===== config.mk =====
export PLATFORM = sky130hd
export DESIGN_NAME = prog_sequencer
export DESIGN_NICKNAME = d
export VERILOG_FILES = /design/src/rtl/cpu_pkg.sv /design/src/rtl/serial_inst_loader.sv /design/src/rtl/prog_sequencer.sv
export SDC_FILE = /design/constraint.sdc
export NUM_CORES = 1
export LEC_CHECK = 0
export BUFFER_PORTS_ARGS = -buffer_cell sky130_fd_sc_hd__buf_2
export CAP_MARGIN = 10
export CORE_ASPECT_RATIO = 2
export CORE_MARGIN = 5
export CORE_UTILIZATION = 45
export CTS_BUF_LIST = sky130_fd_sc_hd__clkbuf_2
export DETAILED_ROUTE_END_ITERATION = 8
export PLACE_DENSITY_LB_ADDON = 0.05
export SETUP_SLACK_MARGIN = 0.3
export SLEW_MARGIN = 30
export SYNTH_ARGS = -nofsm -noshare
export SYNTH_HDL_FRONTEND = slang
export SYNTH_SLANG_ARGS = --single-unit

===== constraint.sdc =====
create_clock -name clk -period 5.6 [get_ports clk]
set_clock_uncertainty 0.2 [all_clocks]
set_input_delay 0.56 -clock clk [delete_from_list [all_inputs] [get_ports clk]]
set_output_delay 0.56 -clock clk [all_outputs]
set_load 0.02 [all_outputs]

===== src/rtl/cpu_pkg.sv =====
// Shared definitions for the bit-serial CPU: instruction format, opcodes and
// the program sequencer state encoding.
package cpu_pkg;

   localparam int INST_W = 12;

   localparam logic [3:0] OP_NOP  = 4'h0;
   localparam logic [3:0] OP_LDI  = 4'h1;
   localparam logic [3:0] OP_ADD  = 4'h2;
   localparam logic [3:0] OP_SUB  = 4'h3;
   localparam logic [3:0] OP_AND  = 4'h4;
   localparam logic [3:0] OP_OR   = 4'h5;
   localparam logic [3:0] OP_XOR  = 4'h6;
   localparam logic [3:0] OP_SHL  = 4'h7;
   localparam logic [3:0] OP_SHR  = 4'h8;
   localparam logic [3:0] OP_HALT = 4'hF;

   localparam logic [1:0] S_IDLE  = 2'd0;
   localparam logic [1:0] S_ISSUE = 2'd1;
   localparam logic [1:0] S_WAIT  = 2'd2;

   function automatic logic is_halt(input logic [INST_W-1:0] inst);
      return inst[3:0] == OP_HALT;
   endfunction

endpackage


===== src/rtl/serial_inst_loader.sv =====
// Serial-to-parallel instruction assembler: shifts bits in MSB first and
// flags a complete word in the same cycle its last bit is accepted.
module serial_inst_loader
   import cpu_pkg::*;
(
   input  logic              clk,
   input  logic              rst_n,
   input  logic              clr,
   input  logic              en,
   input  logic              bit_in,
   input  logic              bit_valid,
   output logic              word_valid,
   output logic [INST_W-1:0] word,
   output logic              no_partial
);

   localparam int CW = $clog2(INST_W);
   localparam logic [CW-1:0] LAST_BIT = CW'(INST_W - 1);

   logic [INST_W-1:0] shift_q, shift_d;
   logic [CW-1:0]     cnt_q, cnt_d;

   always_comb begin
      shift_d    = shift_q;
      cnt_d      = cnt_q;
      word_valid = 1'b0;
      word       = {shift_q[INST_W-2:0], bit_in};
      if (clr) begin
         shift_d = '0;
         cnt_d   = '0;
      end else if (en && bit_valid) begin
         shift_d = word;
         if (cnt_q == LAST_BIT) begin
            cnt_d      = '0;
            word_valid = 1'b1;
         end else begin
            cnt_d = cnt_q + CW'(1);
         end
      end
   end

   always_ff @(posedge clk or negedge rst_n) begin
      if (!rst_n) begin
         shift_q <= '0;
         cnt_q   <= '0;
      end else begin
         shift_q <= shift_d;
         cnt_q   <= cnt_d;
      end
   end

   assign no_partial = (cnt_q == '0);

endmodule


===== src/rtl/prog_sequencer.sv =====
// Program sequencer: buffers serially loaded instructions and replays them to
// the execution FSM with a start strobe / completion handshake.
module prog_sequencer
   import cpu_pkg::*;
#(
   parameter int DEPTH = 8,
   parameter int PW    = $clog2(DEPTH)
)(
   input  logic              clk,
   input  logic              rst_n,
   input  logic              load_bit,
   input  logic              load_valid,
   input  logic              clear,
   input  logic              run,
   input  logic              step_mode,
   input  logic              exec_done,
   output logic [INST_W-1:0] inst_out,
   output logic              exec_go,
   output logic [PW-1:0]     pc,
   output logic [PW:0]       prog_len,
   output logic              full,
   output logic              busy,
   output logic              halted,
   output logic              load_err
);

   localparam logic [PW:0] DEPTH_LEN = (PW+1)'(DEPTH);

   logic [1:0]        state_q, state_d;
   logic [PW-1:0]     pc_q, pc_d;
   logic [PW:0]       prog_len_q, prog_len_d;
   logic              halted_q, halted_d;
   logic              load_err_q, load_err_d;
   logic [INST_W-1:0] inst_out_q, inst_out_d;
   logic [INST_W-1:0] mem_q [DEPTH];

   logic              full_w;
   logic              idle_w;
   logic              ld_en;
   logic              word_valid;
   logic [INST_W-1:0] word;
   logic              no_partial;
   logic [PW:0]       pc_inc;
   logic              exec_go_w;

   assign full_w = (prog_len_q == DEPTH_LEN);
   assign idle_w = (state_q == S_IDLE);
   assign ld_en  = idle_w && !full_w && !clear;
   assign pc_inc = {1'b0, pc_q} + (PW+1)'(1);

   serial_inst_loader u_loader (
      .clk        (clk),
      .rst_n      (rst_n),
      .clr        (clear),
      .en         (ld_en),
      .bit_in     (load_bit),
      .bit_valid  (load_valid),
      .word_valid (word_valid),
      .word       (word),
      .no_partial (no_partial)
   );

   always_comb begin
      state_d    = state_q;
      pc_d       = pc_q;
      prog_len_d = prog_len_q;
      halted_d   = halted_q;
      load_err_d = load_err_q;
      inst_out_d = inst_out_q;
      exec_go_w  = 1'b0;
      if (clear) begin
         state_d    = S_IDLE;
         pc_d       = '0;
         prog_len_d = '0;
         halted_d   = 1'b0;
         load_err_d = 1'b0;
      end else begin
         if (load_valid && !ld_en)
            load_err_d = 1'b1;
         if (word_valid)
            prog_len_d = prog_len_q + (PW+1)'(1);
         case (state_q)
            S_IDLE: begin
               // A load bit in the same cycle wins over run.
               if (run && !load_valid && (prog_len_q != '0) &&
                   ({1'b0, pc_q} < prog_len_q) && no_partial) begin
                  state_d    = S_ISSUE;
                  halted_d   = 1'b0;
                  inst_out_d = mem_q[pc_q];
               end
            end
            S_ISSUE: begin
               if (is_halt(inst_out_q)) begin
                  state_d  = S_IDLE;
                  halted_d = 1'b1;
                  pc_d     = '0;
               end else begin
                  exec_go_w = 1'b1;
                  state_d   = S_WAIT;
               end
            end
            S_WAIT: begin
               if (exec_done) begin
                  if (pc_inc == prog_len_q) begin
                     state_d  = S_IDLE;
                     halted_d = 1'b1;
                     pc_d     = '0;
                  end else begin
                     pc_d = pc_inc[PW-1:0];
                     if (step_mode) begin
                        state_d = S_IDLE;
                     end else begin
                        state_d    = S_ISSUE;
                        inst_out_d = mem_q[pc_inc[PW-1:0]];
                     end
                  end
               end
            end
            default: state_d = S_IDLE;
         endcase
      end
   end

   always_ff @(posedge clk or negedge rst_n) begin
      if (!rst_n) begin
         state_q    <= S_IDLE;
         pc_q       <= '0;
         prog_len_q <= '0;
         halted_q   <= 1'b0;
         load_err_q <= 1'b0;
         inst_out_q <= '0;
      end else begin
         state_q    <= state_d;
         pc_q       <= pc_d;
         prog_len_q <= prog_len_d;
         halted_q   <= halted_d;
         load_err_q <= load_err_d;
         inst_out_q <= inst_out_d;
      end
   end

   // Buffer contents are don't-care after reset, so no reset here.
   always_ff @(posedge clk) begin
      if (word_valid)
         mem_q[prog_len_q[PW-1:0]] <= word;
   end

   assign inst_out = inst_out_q;
   assign exec_go  = exec_go_w;
   assign pc       = pc_q;
   assign prog_len = prog_len_q;
   assign full     = full_w;
   assign busy     = !idle_w;
   assign halted   = halted_q;
   assign load_err = load_err_q;

endmodule


==> flow_metrics.tcl <==
set metrics [dict create \
    clk_pin_slew_worst_paths_ns 0.26 \
    switching_share_pct 33.3 \
    critPathSlowestCell "a21o_1" \
    power.share.sequential_pct 50.6 \
    post-route-period-util_pct 59.2 \
    synthTopCellsByCount "edfxtp_1, nand2_1, mux4_2" \
    dp_cells 656 \
    cts_sinks 134 \
    drive_gt1_share_pct 28.0 \
    max-vdd-ir-drop_uv 208 \
    startpoint "pc[1]$_DFFE_PN0P_" \
    grt_pass1_wl_um 24400 \
    die_w_um 95.8 \
    ys_ff_latch 134 \
    antenna_found_initial 1 \
    tightest_slew_ns 0.897 \
    rsz0062_at_grt "false" \
    yosysTopAreaCellShare_pct 43.5 \
    path_delay_family "compound AO/OA/AOI/OAI gates" \
    crit_end "pc[2]$_DFFE_PN0P_" \
    synth.largest_area_cell "edfxtp_1" \
    clk_latency_ns 0.69 \
    synth-main-ff-cell "edfxtp_1" \
    dieArea_um2 17400 \
    r2r_start "pc[1]$_DFFE_PN0P_" \
    p_switching_uw 776 \
    min_period_ns 3.31 \
    synth_nets 482 \
    cts.repair.resized 0 \
    critical_path_peak_fanout 30 \
    detail-route-antenna-nets 0 \
    use_met2_pct 34.4 \
    cts-buffers-inserted 17 \
    grt.busiest_layer "met2" \
    ioPinCount 32 \
    maxSlewHeadroom_pct 40.2 \
    worstPathRequired_ns 5.95 \
    reg2reg_depth 7 \
    seq_area_frac_synth_pct 57.8 \
    cp-start-kind "register" \
    routed_wl_um 15500 \
    critPathMaxStageDelay_ns 0.57 \
    htree_levels 4 \
    vias 3996 \
    postSynthAreaPerCell_um2 14.3 \
    setup_violations 0 \
    cts_root_buffer "clkbuf_2" \
    row_count 62 \
    port_buffers 31 \
    yosysMostFrequentCell "edfxtp_1" \
    cts_tree "yes" \
    wire_per_inst_um 22.4 \
    grt_pass1_vias 4170 \
    comb_power_share_pct 23.3 \
    yosysWarnings 0 \
    drtIter0Drc 239 \
    outcome "finished clean" \
    post_drt_via_cell_ratio 5.77 \
    report.final.slew_viol_count 0 \
    async_flop_share_pct 28.4 \
    crit_path_cell_trace "buf_4 -> ha_1 -> xor2_2 -> nand4_1 -> a21o_1 -> nand3b_1 -> o32ai_1" \
    synth.area.top_cells "edfxtp_1, mux4_2, dfrtp_1" \
    criticalPathCategory "register to register" \
    p_leak_nw 2.47 \
    coreArea_um2 14400 \
    synth_edf_count 96 \
    hpwl_um 10500 \
    globalplace.congestion 0.794 \
    internal_power_mw 1.55 \
    first_pass_iters 4 \
    hold_class "input port to async pin" \
    finalHoldViolCount 0 \
    worst-path-stages 7 \
    remaining_drc_errors 0 \
    post_cts_buffers 0 \
    grt_remaining_overflow 0 \
    fill_cells 1290 \
    crit_path_end_kind "register" \
    met1_usage_pct 22.4 \
    p_per_area_nw_per_um2 322 \
    reg2reg_setup_slack_ns 2.29 \
    setup_tns_ns 0 \
    syn_inst 462 \
    cap_violations 0 \
    cp.buffers_inverters 1 \
    max_freq_ghz 0.302 \
    final_cells 693 \
    clock_path_buffers 2 \
    start_util_pct 45.9 \
    die_h_um 182 \
    globalRouteMet3Util_pct 4.27 \
    reg2reg_to "pc[2]$_DFFE_PN0P_" \
    ys_types 48 \
    grt_max_degree 39 \
    area_growth_pct 9.12 \
    nets 507 \
    grtUsageTotal_pct 19.1 \
    syn_area_um2 6630 \
    crit_arrival_ns 3.67 \
    pwr-share-clk_pct 26.1 \
]
-- registers in the layout, summed over array words and instances (netlist names) --
signal	count
halted	1
inst_out	12
load_err	1
mem_q	96
pc	3
prog_len	4
state_q	2
u_loader.cnt_q	4
u_loader.shift_q	11
-- worst min-delay path by stage --
stage	startpoint	to	cells past startpoint
2_1_floorplan	rst_n	halted$_DFFE_PN0P_	0
3_3_place_gp	load_err$_DFFE_PN0P_	load_err$_DFFE_PN0P_	2
3_5_place_dp	load_err$_DFFE_PN0P_	load_err$_DFFE_PN0P_	2
4_1_cts	clear	load_err$_DFFE_PN0P_	2
5_1_grt	clear	u_loader.shift_q[10]$_DFFE_PN0P_	2
6_report	rst_n	inst_out[9]$_DFFE_PN0P_	2
-- power groups by stage --
stage | sequential, mW | combinational [mW] | clock, mW
2_1_floorplan | 1.24 | 0.350 | 0
6_report | 1.18 | 0.543 | 0.609
5_1_grt | 1.19 | 0.592 | 0.677
4_1_cts | 1.18 | 0.547 | 0.633
3_5_place_dp | 1.20 | 0.544 | 0
3_3_place_gp | 1.20 | 0.542 | 0
-- through the flow --
stage          worst slack (ns)  total power, mW  hold WS (ns)  cell area, µm²  utilization (%)
3_3_place_gp               2.34             1.74         0.281            6930             48.0
6_report                   2.29             2.33         0.152            7230             50.1
4_1_cts                    2.25             2.36        0.0847            7220             50.0
5_1_grt                    2.07             2.46        0.0896            7230             50.1
2_1_floorplan              2.25             1.59        0.0644            6630                -
3_5_place_dp               2.31             1.75         0.291            6930             48.0
-- repair_timing --
item	CTS	global route
endpoints found under the hold margin	49	0
setup endpoints to repair	0	0
hold buffers	4	0
-- cell families (layout without fill, tap and decap cells) --
logic type / Yosys count / in the layout / share of synthesized area, %
DFF: 134 / 134 / 57.8
and+or+nand+nor: 125 / 125 / 9.27
AOI/OAI and AO/OA: 74 / 74 / 8.02
muxes: 61 / 61 / 18.3
buffers and inverters: 51 / 89 / 3.53
adders and majority gates: 12 / 12 / 2.27
xor gates and xnor gates: 5 / 5 / 0.774
other: 0 / 1 / 0
-- cell usage in the layout, fill, tap and decap left out, drive strengths merged, types with 3 or more instances in the layout --
| cell type | Yosys | routed |
|---|---|---|
| a211oi | 12 | 12 |
| a21oi | 17 | 17 |
| a31oi | 14 | 14 |
| buf | 19 | 39 |
| clkbuf | 18 | 17 |
| clkinv | 0 | 4 |
| dfrtp | 38 | 38 |
| dlygate4sd3 | 0 | 4 |
| edfxtp | 96 | 96 |
| ha | 12 | 12 |
| inv | 14 | 21 |
| mux2i | 12 | 12 |
| mux4 | 48 | 48 |
| nand2 | 66 | 66 |
| nand2b | 7 | 7 |
| nand3 | 4 | 4 |
| nand3b | 4 | 4 |
| nand4 | 15 | 15 |
| nor2 | 12 | 12 |
| nor2b | 5 | 5 |
| nor3 | 4 | 4 |
| o21ai | 8 | 8 |
| o221a | 12 | 12 |
| xor2 | 3 | 3 |
-- layer usage --
| layer | up-vias | share of wire [%] |
|---|---|---|
| met1 | 2059 | 39 |
| met2 | 65 | 57 |
| met3 | 6 | 2.8 |
| met5 | - | 0 |
| li1 | 1866 | - |
| met4 | 0 | 0.88 |
-- worst register-to-register path, delay by kind of cell, from the launching register on --
| kind | cells | cell delay [ns] |
|---|---|---|
| xor+xnor | 1 | 0.13 |
| buf+inv | 1 | 0.47 |
| flops | 1 | 0.40 |
| simple gates | 2 | 0.70 |
| compound gates | 2 | 0.88 |
| fa+ha+maj | 1 | 0.41 |
-- layout make-up --
cell class                 count  area, µm²  area share (%)
sequential                   134       3840            53.0
multi-input combinational    277       2590            35.8
timing repair buffer          43        258            3.56
tap                          192        240            3.32
clock inverter                15        169            2.34
clock buffer                  17       85.1            1.18
inverter                      14       52.6           0.727
antenna                        1       2.50          0.0346
Note: power is estimated with default switching activity, not from simulation.
